[config.mk]
export PLATFORM = sky130hd
export DESIGN_NAME = nmi2apb_bridge_flat
export DESIGN_NICKNAME = d
export VERILOG_FILES = /design/src/rtl/nmi2apb_pkg.sv /design/src/rtl/nmi_if.sv /design/src/rtl/nmi2apb_bridge.sv /design/src/flat_wrapper.sv
export SDC_FILE = /design/constraint.sdc
export NUM_CORES = 1
export LEC_CHECK = 0
export ABC_CLOCK_PERIOD_IN_PS = 5150
export BUFFER_PORTS_ARGS = -buffer_cell sky130_fd_sc_hd__buf_2
export CAP_MARGIN = 15
export CORE_MARGIN = 1.5
export CORE_UTILIZATION = 25
export CTS_CLUSTER_SIZE = 10
export DETAILED_ROUTE_END_ITERATION = 8
export HOLD_SLACK_MARGIN = 0.12
export PLACE_DENSITY = 0.48
export SYNTH_ARGS = -nofsm -noshare
export SYNTH_HDL_FRONTEND = slang
export SYNTH_SLANG_ARGS = --single-unit
export TNS_END_PERCENT = 10
[constraint.sdc]
create_clock -name clk_i -period 5.15 [get_ports clk_i]
set_input_delay 0.7725 -clock clk_i [delete_from_list [all_inputs] [get_ports clk_i]]
set_output_delay 0.7725 -clock clk_i [all_outputs]
set_load 0.02 [all_outputs]
[src/rtl/nmi2apb_pkg.sv]
// Shared types and constants for the NMI-to-APB bridge.
//   nmi2apb_state_e : bridge FSM state encoding
//   ERR_RDATA       : read data returned on a failed transfer
package nmi2apb_pkg;

  // state  | meaning
  // IDLE   | waiting for nmi.valid, APB outputs hold last transfer
  // SETUP  | psel=1, penable=0, timeout counter cleared
  // ACCESS | psel=1, penable=1, waiting for pready or timeout
  // ACK    | one-cycle nmi.ready with latched rdata/err
  typedef enum logic [1:0] {
    IDLE   = 2'd0,
    SETUP  = 2'd1,
    ACCESS = 2'd2,
    ACK    = 2'd3
  } nmi2apb_state_e;

  localparam logic [31:0] ERR_RDATA = 32'hDEAD_BEEF;

endpackage

[src/rtl/nmi_if.sv]
// Native memory interface (NMI) bundle between the bus decoder and a responder.
//   valid/addr/wdata/wstrb : request, held stable by the master until ready
//   ready/rdata            : one-cycle completion with read data
interface nmi_if;
  logic        valid;
  logic [31:0] addr;
  logic [31:0] wdata;
  logic [3:0]  wstrb;
  logic        ready;
  logic [31:0] rdata;

  modport master (output valid, output addr, output wdata, output wstrb,
                  input ready, input rdata);
  modport slave  (input valid, input addr, input wdata, input wstrb,
                  output ready, output rdata);
endinterface

[src/rtl/nmi2apb_bridge.sv]
// NMI responder that turns each NMI request into one APB3 transfer
// (SETUP, ACCESS with wait states) and returns a one-cycle ready.
// A down-the-line hung completer is cut off after TIMEOUT_CYCLES ACCESS cycles.
// Ports:
//   clk_i, rst_n_i   : clock, asynchronous active-low reset
//   nmi              : NMI slave port (valid/addr/wdata/wstrb in, ready/rdata out)
//   apb_*_o          : APB requester outputs (psel, penable, pwrite, paddr, pwdata, pstrb)
//   apb_*_i          : APB completer responses (prdata, pready, pslverr)
//   err_o            : pulse alongside nmi.ready when the transfer failed
module nmi2apb_bridge
  import nmi2apb_pkg::*;
#(
  parameter int APB_ADDR_W     = 32,
  parameter int TIMEOUT_CYCLES = 255
) (
  input  logic                  clk_i,
  input  logic                  rst_n_i,
  nmi_if.slave                  nmi,
  output logic                  apb_psel_o,
  output logic                  apb_penable_o,
  output logic                  apb_pwrite_o,
  output logic [APB_ADDR_W-1:0] apb_paddr_o,
  output logic [31:0]           apb_pwdata_o,
  output logic [3:0]            apb_pstrb_o,
  input  logic [31:0]           apb_prdata_i,
  input  logic                  apb_pready_i,
  input  logic                  apb_pslverr_i,
  output logic                  err_o
);

  localparam int CNT_W = (TIMEOUT_CYCLES > 0) ? $clog2(TIMEOUT_CYCLES + 1) : 1;
  // The counter holds the index of the current ACCESS cycle, so the last
  // permitted cycle is index TIMEOUT_CYCLES-1.
  localparam logic [CNT_W-1:0] CNT_LAST =
    CNT_W'((TIMEOUT_CYCLES > 0) ? TIMEOUT_CYCLES - 1 : 0);
  localparam bit TIMEOUT_EN = (TIMEOUT_CYCLES > 0);

  nmi2apb_state_e state;
  logic [CNT_W-1:0] cnt;
  logic             ready_q;
  logic [31:0]      rdata_q;

  always_ff @(posedge clk_i or negedge rst_n_i) begin
    if (!rst_n_i) begin
      state         <= IDLE;
      cnt           <= '0;
      apb_psel_o    <= 1'b0;
      apb_penable_o <= 1'b0;
      apb_pwrite_o  <= 1'b0;
      apb_paddr_o   <= '0;
      apb_pwdata_o  <= '0;
      apb_pstrb_o   <= '0;
      ready_q       <= 1'b0;
      rdata_q       <= '0;
      err_o         <= 1'b0;
    end else begin
      case (state)
        IDLE: begin
          if (nmi.valid) begin
            apb_paddr_o  <= nmi.addr[APB_ADDR_W-1:0];
            apb_pwdata_o <= nmi.wdata;
            apb_pstrb_o  <= nmi.wstrb;
            apb_pwrite_o <= |nmi.wstrb;
            apb_psel_o   <= 1'b1;
            state        <= SETUP;
          end
        end
        SETUP: begin
          apb_penable_o <= 1'b1;
          cnt           <= '0;
          state         <= ACCESS;
        end
        ACCESS: begin
          // pready has priority over expiry in the same cycle.
          if (apb_pready_i) begin
            if (apb_pwrite_o)       rdata_q <= '0;
            else if (apb_pslverr_i) rdata_q <= ERR_RDATA;
            else                    rdata_q <= apb_prdata_i;
            err_o         <= apb_pslverr_i;
            apb_psel_o    <= 1'b0;
            apb_penable_o <= 1'b0;
            ready_q       <= 1'b1;
            state         <= ACK;
          end else if (TIMEOUT_EN && (cnt == CNT_LAST)) begin
            rdata_q       <= ERR_RDATA;
            err_o         <= 1'b1;
            apb_psel_o    <= 1'b0;
            apb_penable_o <= 1'b0;
            ready_q       <= 1'b1;
            state         <= ACK;
          end else if (TIMEOUT_EN) begin
            cnt <= cnt + CNT_W'(1);
          end
        end
        ACK: begin
          // valid seen here belongs to the finished transfer; ignore it.
          ready_q <= 1'b0;
          err_o   <= 1'b0;
          state   <= IDLE;
        end
        default: state <= IDLE;
      endcase
    end
  end

  assign nmi.ready = ready_q;
  assign nmi.rdata = rdata_q;

endmodule

[src/flat_wrapper.sv]
// flat-port wrapper written by rule: the top's interface ports become plain ports
module nmi2apb_bridge_flat import nmi2apb_pkg::*;
#(
  parameter int APB_ADDR_W     = 32,
  parameter int TIMEOUT_CYCLES = 255
)
  (clk_i, rst_n_i, apb_psel_o, apb_penable_o, apb_pwrite_o, apb_paddr_o, apb_pwdata_o, apb_pstrb_o, apb_prdata_i, apb_pready_i, apb_pslverr_i, err_o, nmi_valid, nmi_addr, nmi_wdata, nmi_wstrb, nmi_ready, nmi_rdata);
  nmi_if nmi_i ();
  input  logic clk_i;
  input  logic rst_n_i;
  output logic apb_psel_o;
  output logic apb_penable_o;
  output logic apb_pwrite_o;
  output logic [APB_ADDR_W-1:0] apb_paddr_o;
  output logic [31:0] apb_pwdata_o;
  output logic [3:0] apb_pstrb_o;
  input  logic [31:0] apb_prdata_i;
  input  logic apb_pready_i;
  input  logic apb_pslverr_i;
  output logic err_o;
  input wire logic [$bits(nmi_i.valid)-1:0] nmi_valid;
  input wire logic [$bits(nmi_i.addr)-1:0] nmi_addr;
  input wire logic [$bits(nmi_i.wdata)-1:0] nmi_wdata;
  input wire logic [$bits(nmi_i.wstrb)-1:0] nmi_wstrb;
  output wire logic [$bits(nmi_i.ready)-1:0] nmi_ready;
  output wire logic [$bits(nmi_i.rdata)-1:0] nmi_rdata;
  assign nmi_i.valid = nmi_valid;
  assign nmi_i.addr = nmi_addr;
  assign nmi_i.wdata = nmi_wdata;
  assign nmi_i.wstrb = nmi_wstrb;
  assign nmi_ready = nmi_i.ready;
  assign nmi_rdata = nmi_i.rdata;
  nmi2apb_bridge #(.APB_ADDR_W(APB_ADDR_W), .TIMEOUT_CYCLES(TIMEOUT_CYCLES)) u_core (.clk_i(clk_i), .rst_n_i(rst_n_i), .nmi(nmi_i), .apb_psel_o(apb_psel_o), .apb_penable_o(apb_penable_o), .apb_pwrite_o(apb_pwrite_o), .apb_paddr_o(apb_paddr_o), .apb_pwdata_o(apb_pwdata_o), .apb_pstrb_o(apb_pstrb_o), .apb_prdata_i(apb_prdata_i), .apb_pready_i(apb_pready_i), .apb_pslverr_i(apb_pslverr_i), .err_o(err_o));
endmodule
==> results of run 1 <==
-- area by class of cell --
cell class | count | area share
well taps | 260 | 0.04772
repair buffers | 210 | 0.1549
multi-input cells | 205 | 0.2551
flip-flops and latches | 115 | 0.4222
inverters | 40 | 0.02203
clock inverters | 9 | 0.02551
clock buffers | 22 | 0.07250
-- layer usage --
| metal | part of all wire | global-route usage | vias to the layer above |
|---|---|---|---|
| li1 | - | - | 1736 |
| met1 | 0.42 | 0.1543 | 1825 |
| met2 | 0.51 | 0.2169 | 119 |
| met3 | 0.066 | 0.04408 | 5 |
| met4 | 0.0086 | 0.04721 | 0 |
| met5 | 0 | 0 | - |
-- kinds of logic after synthesis --
group	Yosys count	synth area share
flip-flops	115	0.5932
multiplexers	94	0.2118
buffers and inverters	59	0.04978
AO/OA/AOI/OAI	58	0.07377
AND/OR/NAND/NOR	43	0.04798
adder cells (fa/ha/maj)	7	0.01805
XOR/XNOR	3	0.005418
-- flip-flops by register name, indices dropped and copies added (netlist names) --
register and flops:
u_core.apb_penable_o 1, u_core.apb_pwrite_o 1, u_core.nmi.rdata 32, u_core.cnt 8
u_core.state 2, u_core.err_o 1, u_core.apb_pwdata_o 32, u_core.apb_psel_o 1
u_core.nmi.ready 1, u_core.apb_paddr_o 32, u_core.apb_pstrb_o 4
-- stage by stage --
stage / instances / cell area [µm²] / util / hold slack [ns] / setup slack (ns)
floorplan: 379 / 4851 / - / 0.4769 / 3.413
global placement: 830 / 6148 / 0.3254 / 0.4805 / 2.356
detailed placement: 830 / 6148 / 0.3254 / 0.4867 / 2.202
CTS: 861 / 6817 / 0.3608 / 0.4688 / 2.200
global route: 861 / 6817 / 0.3608 / 0.5040 / 1.957
finish: 861 / 6817 / 0.3608 / 0.4532 / 2.221
-- worst max path at each step --
stage | startpoint | to | slack (ns) | depth (start not counted)
floorplan | nmi_valid | u_core.apb_paddr_o[0]$_DFFE_PN0P_ | 3.41 | 3
global placement | u_core.state[0]$_DFFE_PN0P_ | u_core.nmi.rdata[30]$_DFFE_PN0P_ | 2.36 | 5
detailed placement | u_core.state[0]$_DFFE_PN0P_ | u_core.nmi.rdata[0]$_DFFE_PN0P_ | 2.20 | 5
CTS | u_core.state[0]$_DFFE_PN0P_ | u_core.nmi.rdata[21]$_DFFE_PN0P_ | 2.20 | 5
global route | u_core.state[0]$_DFFE_PN0P_ | u_core.nmi.rdata[21]$_DFFE_PN0P_ | 1.96 | 5
finish | u_core.state[0]$_DFFE_PN0P_ | u_core.nmi.rdata[21]$_DFFE_PN0P_ | 2.22 | 5
-- power by group --
group          leakage (nW)  switching [mW]  internal (mW)
Combinational          1.62            1.08          0.732
Sequential             1.36           0.230           1.33
Clock                 0.332           0.408          0.919
-- cell usage in the layout, fill, tap and decap left out, types with 9 or more instances in the layout --
| cell | instances |
|---|---|
| o21ai_1 | 9 |
| nand4_1 | 10 |
| o21ai_0 | 27 |
| nand2_1 | 12 |
| mux2_2 | 68 |
| dfrtp_1 | 115 |
| inv_1 | 40 |
| buf_2 | 208 |
| clkbuf_16 | 17 |
| mux2i_1 | 25 |
==> results.toml, run 1 <==
[placed_design]
io_buffers = 209
dp_hpwl_um = 9134
place.gp.congestion = 0.7613

[clock_tree]
ctsResizeCount = 0
cts-hold-fix-buffers = 0
cts_buffer_depth = 2
cts_inserted_buffers = 17
clk_pin_slew_ns = 0.05
cts_setup_buffers = 0
clkSinkCount = 115
clk_latency_ns = 0.41
clock-root-buffer = "clkbuf_16"
cts_tree = "done"
h-tree-depth = 4

[critical_path]
crit_arrival_ns = 3.25
critPathKind = "flop to flop"
path_buf_inv = 2
rrSetupSlack_ns = 2.22
crit_chain = "inv_1 -> ha_1 -> inv_1 -> nor2_4 -> mux2i_1"
r2r-end = "u_core.nmi.rdata[21]$_DFFE_PN0P_"
critical-path-max-stage-delay_ns = 0.94
cp_max_fo = 33
reg2reg_depth = 5
endpoint_kind = "flop"
path_common_cell = "inv_1"
slowest_stage = "nor2_4"
cp_top_family = "simple AND/OR/NAND/NOR gates"
required_ns = 5.47
rr_startpoint = "u_core.state[0]$_DFFE_PN0P_"
cp-start-kind = "flop"

[power_and_ir_drop]
peakVddDrop_mv = 0.2588
leakagePower_nw = 3.308
power_mw = 4.697
powerDensity_mw_per_mm2 = 689.1

[detailed_routing]
drtIter0Drc = 90
dr_total_vias = 3685
firstDrtPassIters = 4
drc = 0
drt_wl_total_um = 12760
routed_via_density = 4.280
route.detailed.wl_per_inst_um = 14.82
postRouteAntennaNets = 0

[die]
fp-row-count = 50
dieArea_mm2 = 0.02025
die_y_um = 142.3
io_pins = 210
core_mm2 = 0.01889
start_util = 0.2568
die_w_um = 142.3

[yosys]
synth_nets = 491
synth_edf_count = 0
synth_common_cells = "dfrtp_1, mux2_2, inv_1"
ys_seq_area_frac = 0.5932
synth_area_mm2 = 0.004851
avgSynthCellArea_um2 = 12.80
async_flop_share = 1.000
synth_top_cell_area_share = 0.5932
ys_warn_count = 0
syn_inst = 379
synth_most_common_cell = "dfrtp_1"
synth_cell_types = 41
yosys.area.top_type = "dfrtp_1"
ys_ff_latch = 115
synth_area_leaders = "dfrtp_1, mux2_2, mux2i_1"
yosys_most_used_dff = "dfrtp_1"

[final_layout]
regArea_mm2 = 0.002878
syn2layout_area_growth_pct = 40.52
multi_input_area_mm2 = 0.001739
antenna_cells = 0
drive_gt1_frac = 0.5241
layout.nets = 701
num-fill-cells = 1942

[grt]
overflow = 0
grt_pass1_vias = 3892
antenna_found_initial = 0
grt_max_degree = 71
grt_pass1_wl_um = 20210
grt_usage = 0.1295

[timing]
tns_ns = 0
layout_min_cycle_time_ns = 2.929
finalHoldViolations = 0
slew_violations = 0
grt_setup_unrepaired = "no"
fmax_mhz = 341.4
clock_skew_ns = 0.01059
tightest_slew_ns = 1.099
setup_viol = 0
relSlewSlack = 0.2656
fin_crit_sh = 0.5687

[flow_run]
cap_viol_max_count = 0

[hold_path]
min_path_type = "input port to async pin"

[outcome]
outcome = "completed"
No activity file was read; power rests on OpenSTA's default activity.
==> run 2: changes to the inputs <==
Settings changed: ABC_CLOCK_PERIOD_IN_PS 5150 to 3050.
Clock period 5.15 ns to 3.05 ns, I/O delays scaled along.
==> run 2 against run 1 <==
  * Wire length down 1.1%
  * Critical path depth down 1
  * Final cell count up 0.58%
  * Worst hold slack worse by 0.29 ns
  * Total power up 62%
  * Fmax up 42%
==> results.toml, run 2 (synthesis gave the netlist of run 1 again) <==
[power_and_ir_drop]
powerDensity_mw_per_mm2 = 1128
leakagePower_nw = 3.277
peakVddDrop_mv = 0.4909

[critical_path]
critical-path-max-stage-delay_ns = 0.66
rr_startpoint = "u_core.state[0]$_DFFE_PN0P_"
critPathLaunch = "u_core.state[0]$_DFFE_PN0P_"
slowest_stage = "nand2_4"
path_buf_inv = 1
critPathKind = "flop to flop"
crit_chain = "inv_1 -> ha_1 -> nand2_4 -> mux2_2"
cp_top_family = "simple AND/OR/NAND/NOR gates"
endpoint_kind = "flop"
cp_max_fo = 70
crit_arrival_ns = 2.34
rrSetupSlack_ns = 0.99
required_ns = 3.34
cp-start-kind = "flop"

[clock_tree]
cts-hold-fix-buffers = 0
clkSinkCount = 115
h-tree-depth = 4
cts_tree = "done"
clock-root-buffer = "clkbuf_16"
clk_pin_slew_ns = 0.05
clk_latency_ns = 0.41
ctsResizeCount = 0
cts_buffer_depth = 2
cts_inserted_buffers = 17
cts_setup_buffers = 0

[detailed_routing]
dr_total_vias = 3725
postRouteAntennaNets = 0
routed_via_density = 4.301
wl_met1_um = 5212
highest_layer = "met4"
dr_wl_met3_um = 801
drtIter0Drc = 103
route.detailed.wl_per_inst_um = 14.57
firstDrtPassIters = 4
wl_met2_um = 6409
drc = 0
drt_wl_total_um = 12620

[die]
core_mm2 = 0.01889
io_pins = 210
dieArea_mm2 = 0.02025
start_util = 0.2568
die_w_um = 142.3
fp-row-count = 50
die_y_um = 142.3

[timing]
holdWs_ns = 0.1608
fmax_mhz = 486.5
finalHoldViolations = 0
relSlewSlack = 0.3572
grt_setup_unrepaired = "no"
clock_skew_ns = 0.005714
slew_violations = 0
layout_min_cycle_time_ns = 2.055
setup_viol = 0
tightest_slew_ns = 0.9642
setup_ws_ns = 0.9945
tns_ns = 0
fin_crit_sh = 0.6739

[grt]
grt_pass1_wl_um = 20160
grt_pass1_vias = 4017
grt_max_degree = 71
grt_usage = 0.1287
antenna_found_initial = 1
overflow = 0

[flow_run]
cap_viol_max_count = 0

[final_layout]
layout.nets = 704
num-fill-cells = 1944
final-instance-count-excl-fill = 866
layout.cells.most_common_list = "buf_2, dfrtp_1, mux2_2"
multi_input_area_mm2 = 0.001739
regArea_mm2 = 0.002878
final_common_cell = "buf_2"
drive_gt1_frac = 0.5273
syn2layout_area_growth_pct = 39.44

[hold_path]
min_path_type = "input port to async pin"

[placed_design]
dp_cells = 833
place.gp.congestion = 0.7506
dp_hpwl_um = 8899
dp_slack_ns = 1.000
io_buffers = 209

[outcome]
outcome = "completed"
run 2: cell count changes in the layout (fill, tap and decap cells not counted), moves of 2 or more:
cell	change
bufinv_16	-3
clkbuf_8	-4
buf_4	+2
clkinv_2	+3
clkinv_4	+2
clkinvlp_4	+3
run 2: through the flow:
step / util / area, µm² / power (mW)
after floorplan: - / 4851 / 4.656
after global placement: 0.3273 / 6183 / 5.668
after detailed placement: 0.3273 / 6183 / 5.767
after CTS: 0.3579 / 6761 / 7.754
after global routing: 0.3580 / 6764 / 8.125
final: 0.3580 / 6764 / 7.629
run 2: per-layer routing:
metal  up-vias  global-route usage
met1      1838              0.1480
met5         -                   0
met4         0             0.04666
li1       1746                   -
met2       129              0.2190
met3        12             0.04812
run 2: where the power goes:
part / switching (mW) / total [mW] / leakage, nW / internal [mW]
clock: 0.712 / 1.93 / 0.281 / 1.22
sequential: 0.380 / 2.62 / 1.36 / 2.24
combinational: 1.84 / 3.08 / 1.64 / 1.25
run 2: final timing paths:
check	endpoint	depth (start not counted)
worst max register to register	u_core.apb_pwdata_o[18]$_DFFE_PN0P_	4
min in group clk_i	u_core.apb_paddr_o[19]$_DFFE_PN0P_	2
max in group asynchronous	u_core.apb_paddr_o[4]$_DFFE_PN0P_	2
worst min-delay path	u_core.nmi.rdata[24]$_DFFE_PN0P_	1
worst max-delay path	u_core.apb_pwdata_o[18]$_DFFE_PN0P_	4
worst min register to register	u_core.apb_paddr_o[19]$_DFFE_PN0P_	1
run 2: layout make-up:
cell class                      instances  area share
Timing Repair Buffer                  213      0.1613
Sequential cell                       115      0.4255
Antenna cell                            1   0.0003700
Inverter                               40     0.02220
Clock inverter                         14     0.02053
Tap cell                              260     0.04809
Clock buffer                           18     0.06493
Multi-Input combinational cell        205      0.2571
run 2: worst register-to-register path, delay by kind of cell, from the launching register on:
kind,cells,cell delay [ns]
adder cells (fa/ha/maj),1,0.26
buffers and inverters,1,0.10
flip-flops,1,0.40
multiplexers,1,0.52
AND/OR/NAND/NOR,1,0.66
==> run 3: changes to the inputs <==
Settings changed: ABC_CLOCK_PERIOD_IN_PS 3050 to 2000.
Clock period 3.05 ns to 2 ns, I/O delays scaled along.
==> run 3 against run 2 <==
  * Clock skew about the same
  * Utilization grew 3.5 points
  * Design area grew 9.7%
  * Critical path type unchanged
  * Clock power up 47%
  * Total power grew 54%
  * Fmax grew 11%
==> results.toml, run 3 (synthesis gave the netlist of run 1 again) <==
[power_and_ir_drop]
powerDensity_mw_per_mm2 = 1586
share_comb_of_total_power = 0.419
peakVddDrop_mv = 0.7118
leakagePower_nw = 3.559
netSwitchingPower_mw = 4.500
internal_power_mw = 7.268
pwr-share-clk = 0.241
power_frac_seq = 0.340
swShare = 0.3824

[critical_path]
crit_arrival_ns = 2.15
endpoint_kind = "flop"
cp_top_family = "simple AND/OR/NAND/NOR gates"
cp-start-kind = "flop"
path_buf_inv = 1
critPathKind = "flop to flop"
crit_chain = "inv_1 -> ha_1 -> and3_4 -> a21o_1 -> or4_1 -> o311ai_1"
required_ns = 2.31
slowest_stage = "or4_1"
cp_max_fo = 6
critical-path-max-stage-delay_ns = 0.51

[detailed_routing]
postRouteAntennaNets = 0
dr_total_vias = 3952
drc = 0
routed_via_density = 4.254
drtIter0Drc = 91
firstDrtPassIters = 4
drt_wl_total_um = 13280
route.detailed.wl_per_inst_um = 14.30

[grt]
grt_max_degree = 49
grt_usage = 0.1381
overflow = 0
grt_pass1_wl_um = 21580
antenna_found_initial = 0
grt_pass1_vias = 4280

[final_layout]
num-fill-cells = 1887
layout.nets = 769
final_core_util = 0.3928
antenna_cells = 0
syn2layout_area_growth_pct = 53.00
drive_gt1_frac = 0.4828
layout.cells.most_common_list = "buf_2, dfrtp_1, mux2_2"
final_common_cell = "buf_2"

[clock_tree]
cts_buffer_depth = 2
cts_inserted_buffers = 17
clock-root-buffer = "clkbuf_16"
cts_setup_buffers = 0
clk_latency_ns = 0.41
h-tree-depth = 4
clkSinkCount = 115
cts_tree = "done"
clk_pin_slew_ns = 0.05

[die]
core_mm2 = 0.01889
dieArea_mm2 = 0.02025
die_y_um = 142.3
fp-row-count = 50
start_util = 0.2568
die_w_um = 142.3
io_pins = 210

[timing]
fin_crit_sh = 0.9218
slew_violations = 0
fmax_mhz = 542.4
layout_min_cycle_time_ns = 1.844
clock_skew_ns = 0.005966
tns_ns = 0
finalHoldViolations = 0
relSlewSlack = 0.5509
tightest_slew_ns = 0.6721
grt_setup_unrepaired = "no"
setup_viol = 0

[flow_run]
cap_viol_max_count = 0

[hold_path]
min_path_type = "input port to flop"

[placed_design]
io_buffers = 209
dp_hpwl_um = 9366
place.gp.congestion = 0.7259

[outcome]
outcome = "completed"
-- run 3: through the flow --
stage	setup slack [ns]	area (µm²)	total power, mW	hold slack (ns)	cells
finish	0.1565	7422	11.77	0.1405	929
CTS	0.1568	7422	11.95	0.1200	929
global placement	0.2212	6286	8.768	0.2430	840
global route	0.04108	7422	12.56	0.1220	929
detailed placement	0.1624	6286	8.925	0.2469	840
floorplan	0.2951	4851	7.100	0.004409	379
-- run 3: final cells by class --
type                            count  area, µm²  share of cell area
Sequential cell                   115       2878              0.3877
Timing Repair Buffer              278       1774              0.2390
Multi-Input combinational cell    205       1739              0.2343
Clock buffer                       22      474.2             0.06389
Tap cell                          260      325.3             0.04383
Inverter                           40      150.1             0.02023
Clock inverter                      9      81.33             0.01096
-- run 3: path summary, 6_finish.rpt --
| path | endpoint | cells after the start | slack (ns) | from |
|---|---|---|---|---|
| worst max-delay path | u_core.cnt[5]$_DFFE_PN0P_ | 6 | 0.16 | u_core.cnt[0]$_DFFE_PN0P_ |
| worst min-delay path | u_core.apb_pwdata_o[22]$_DFFE_PN0P_ | 2 | 0.14 | nmi_wdata[22] |
| worst max register to register | u_core.cnt[5]$_DFFE_PN0P_ | 6 | 0.16 | u_core.cnt[0]$_DFFE_PN0P_ |
| worst min register to register | u_core.apb_paddr_o[5]$_DFFE_PN0P_ | 1 | 0.50 | u_core.apb_paddr_o[5]$_DFFE_PN0P_ |
| max in group asynchronous | u_core.apb_pwdata_o[8]$_DFFE_PN0P_ | 3 | 1.01 | rst_n_i |
| min in group asynchronous | u_core.nmi.rdata[7]$_DFFE_PN0P_ | 2 | 0.38 | rst_n_i |
-- run 3: worst register-to-register path: cells and delay by family, from the launching register on --
| kind | cells | cell delay [ns] |
|---|---|---|
| AND/OR/NAND/NOR | 2 | 0.71 |
| flip-flops | 1 | 0.39 |
| AO/OA/AOI/OAI | 2 | 0.32 |
| adder cells (fa/ha/maj) | 1 | 0.23 |
| buffers and inverters | 1 | 0.09 |
-- run 3: metal layers --
layer,routed length [µm],GRT usage,vias to the layer above
li1,-,-,1866
met1,5604,0.1604,1941
met2,6637,0.2375,127
met3,801,0.04576,18
met4,239,0.05046,0
met5,0,0,-
-- run 3: power by group through the flow --
stage	Sequential, mW	Combinational [mW]	Clock, mW
3_3_place_gp	3.98	4.78	0
5_1_grt	4.17	5.33	3.06
6_report	4.00	4.93	2.84
3_5_place_dp	4.03	4.90	0
2_1_floorplan	5.24	1.86	0
4_1_cts	4.02	4.99	2.95
-- run 3: repair_timing --
| item | CTS | global route |
|---|---|---|
| hold endpoints to repair | 82 | 0 |
| hold buffers | 58 | 0 |
| gates resized for setup | 0 | 0 |
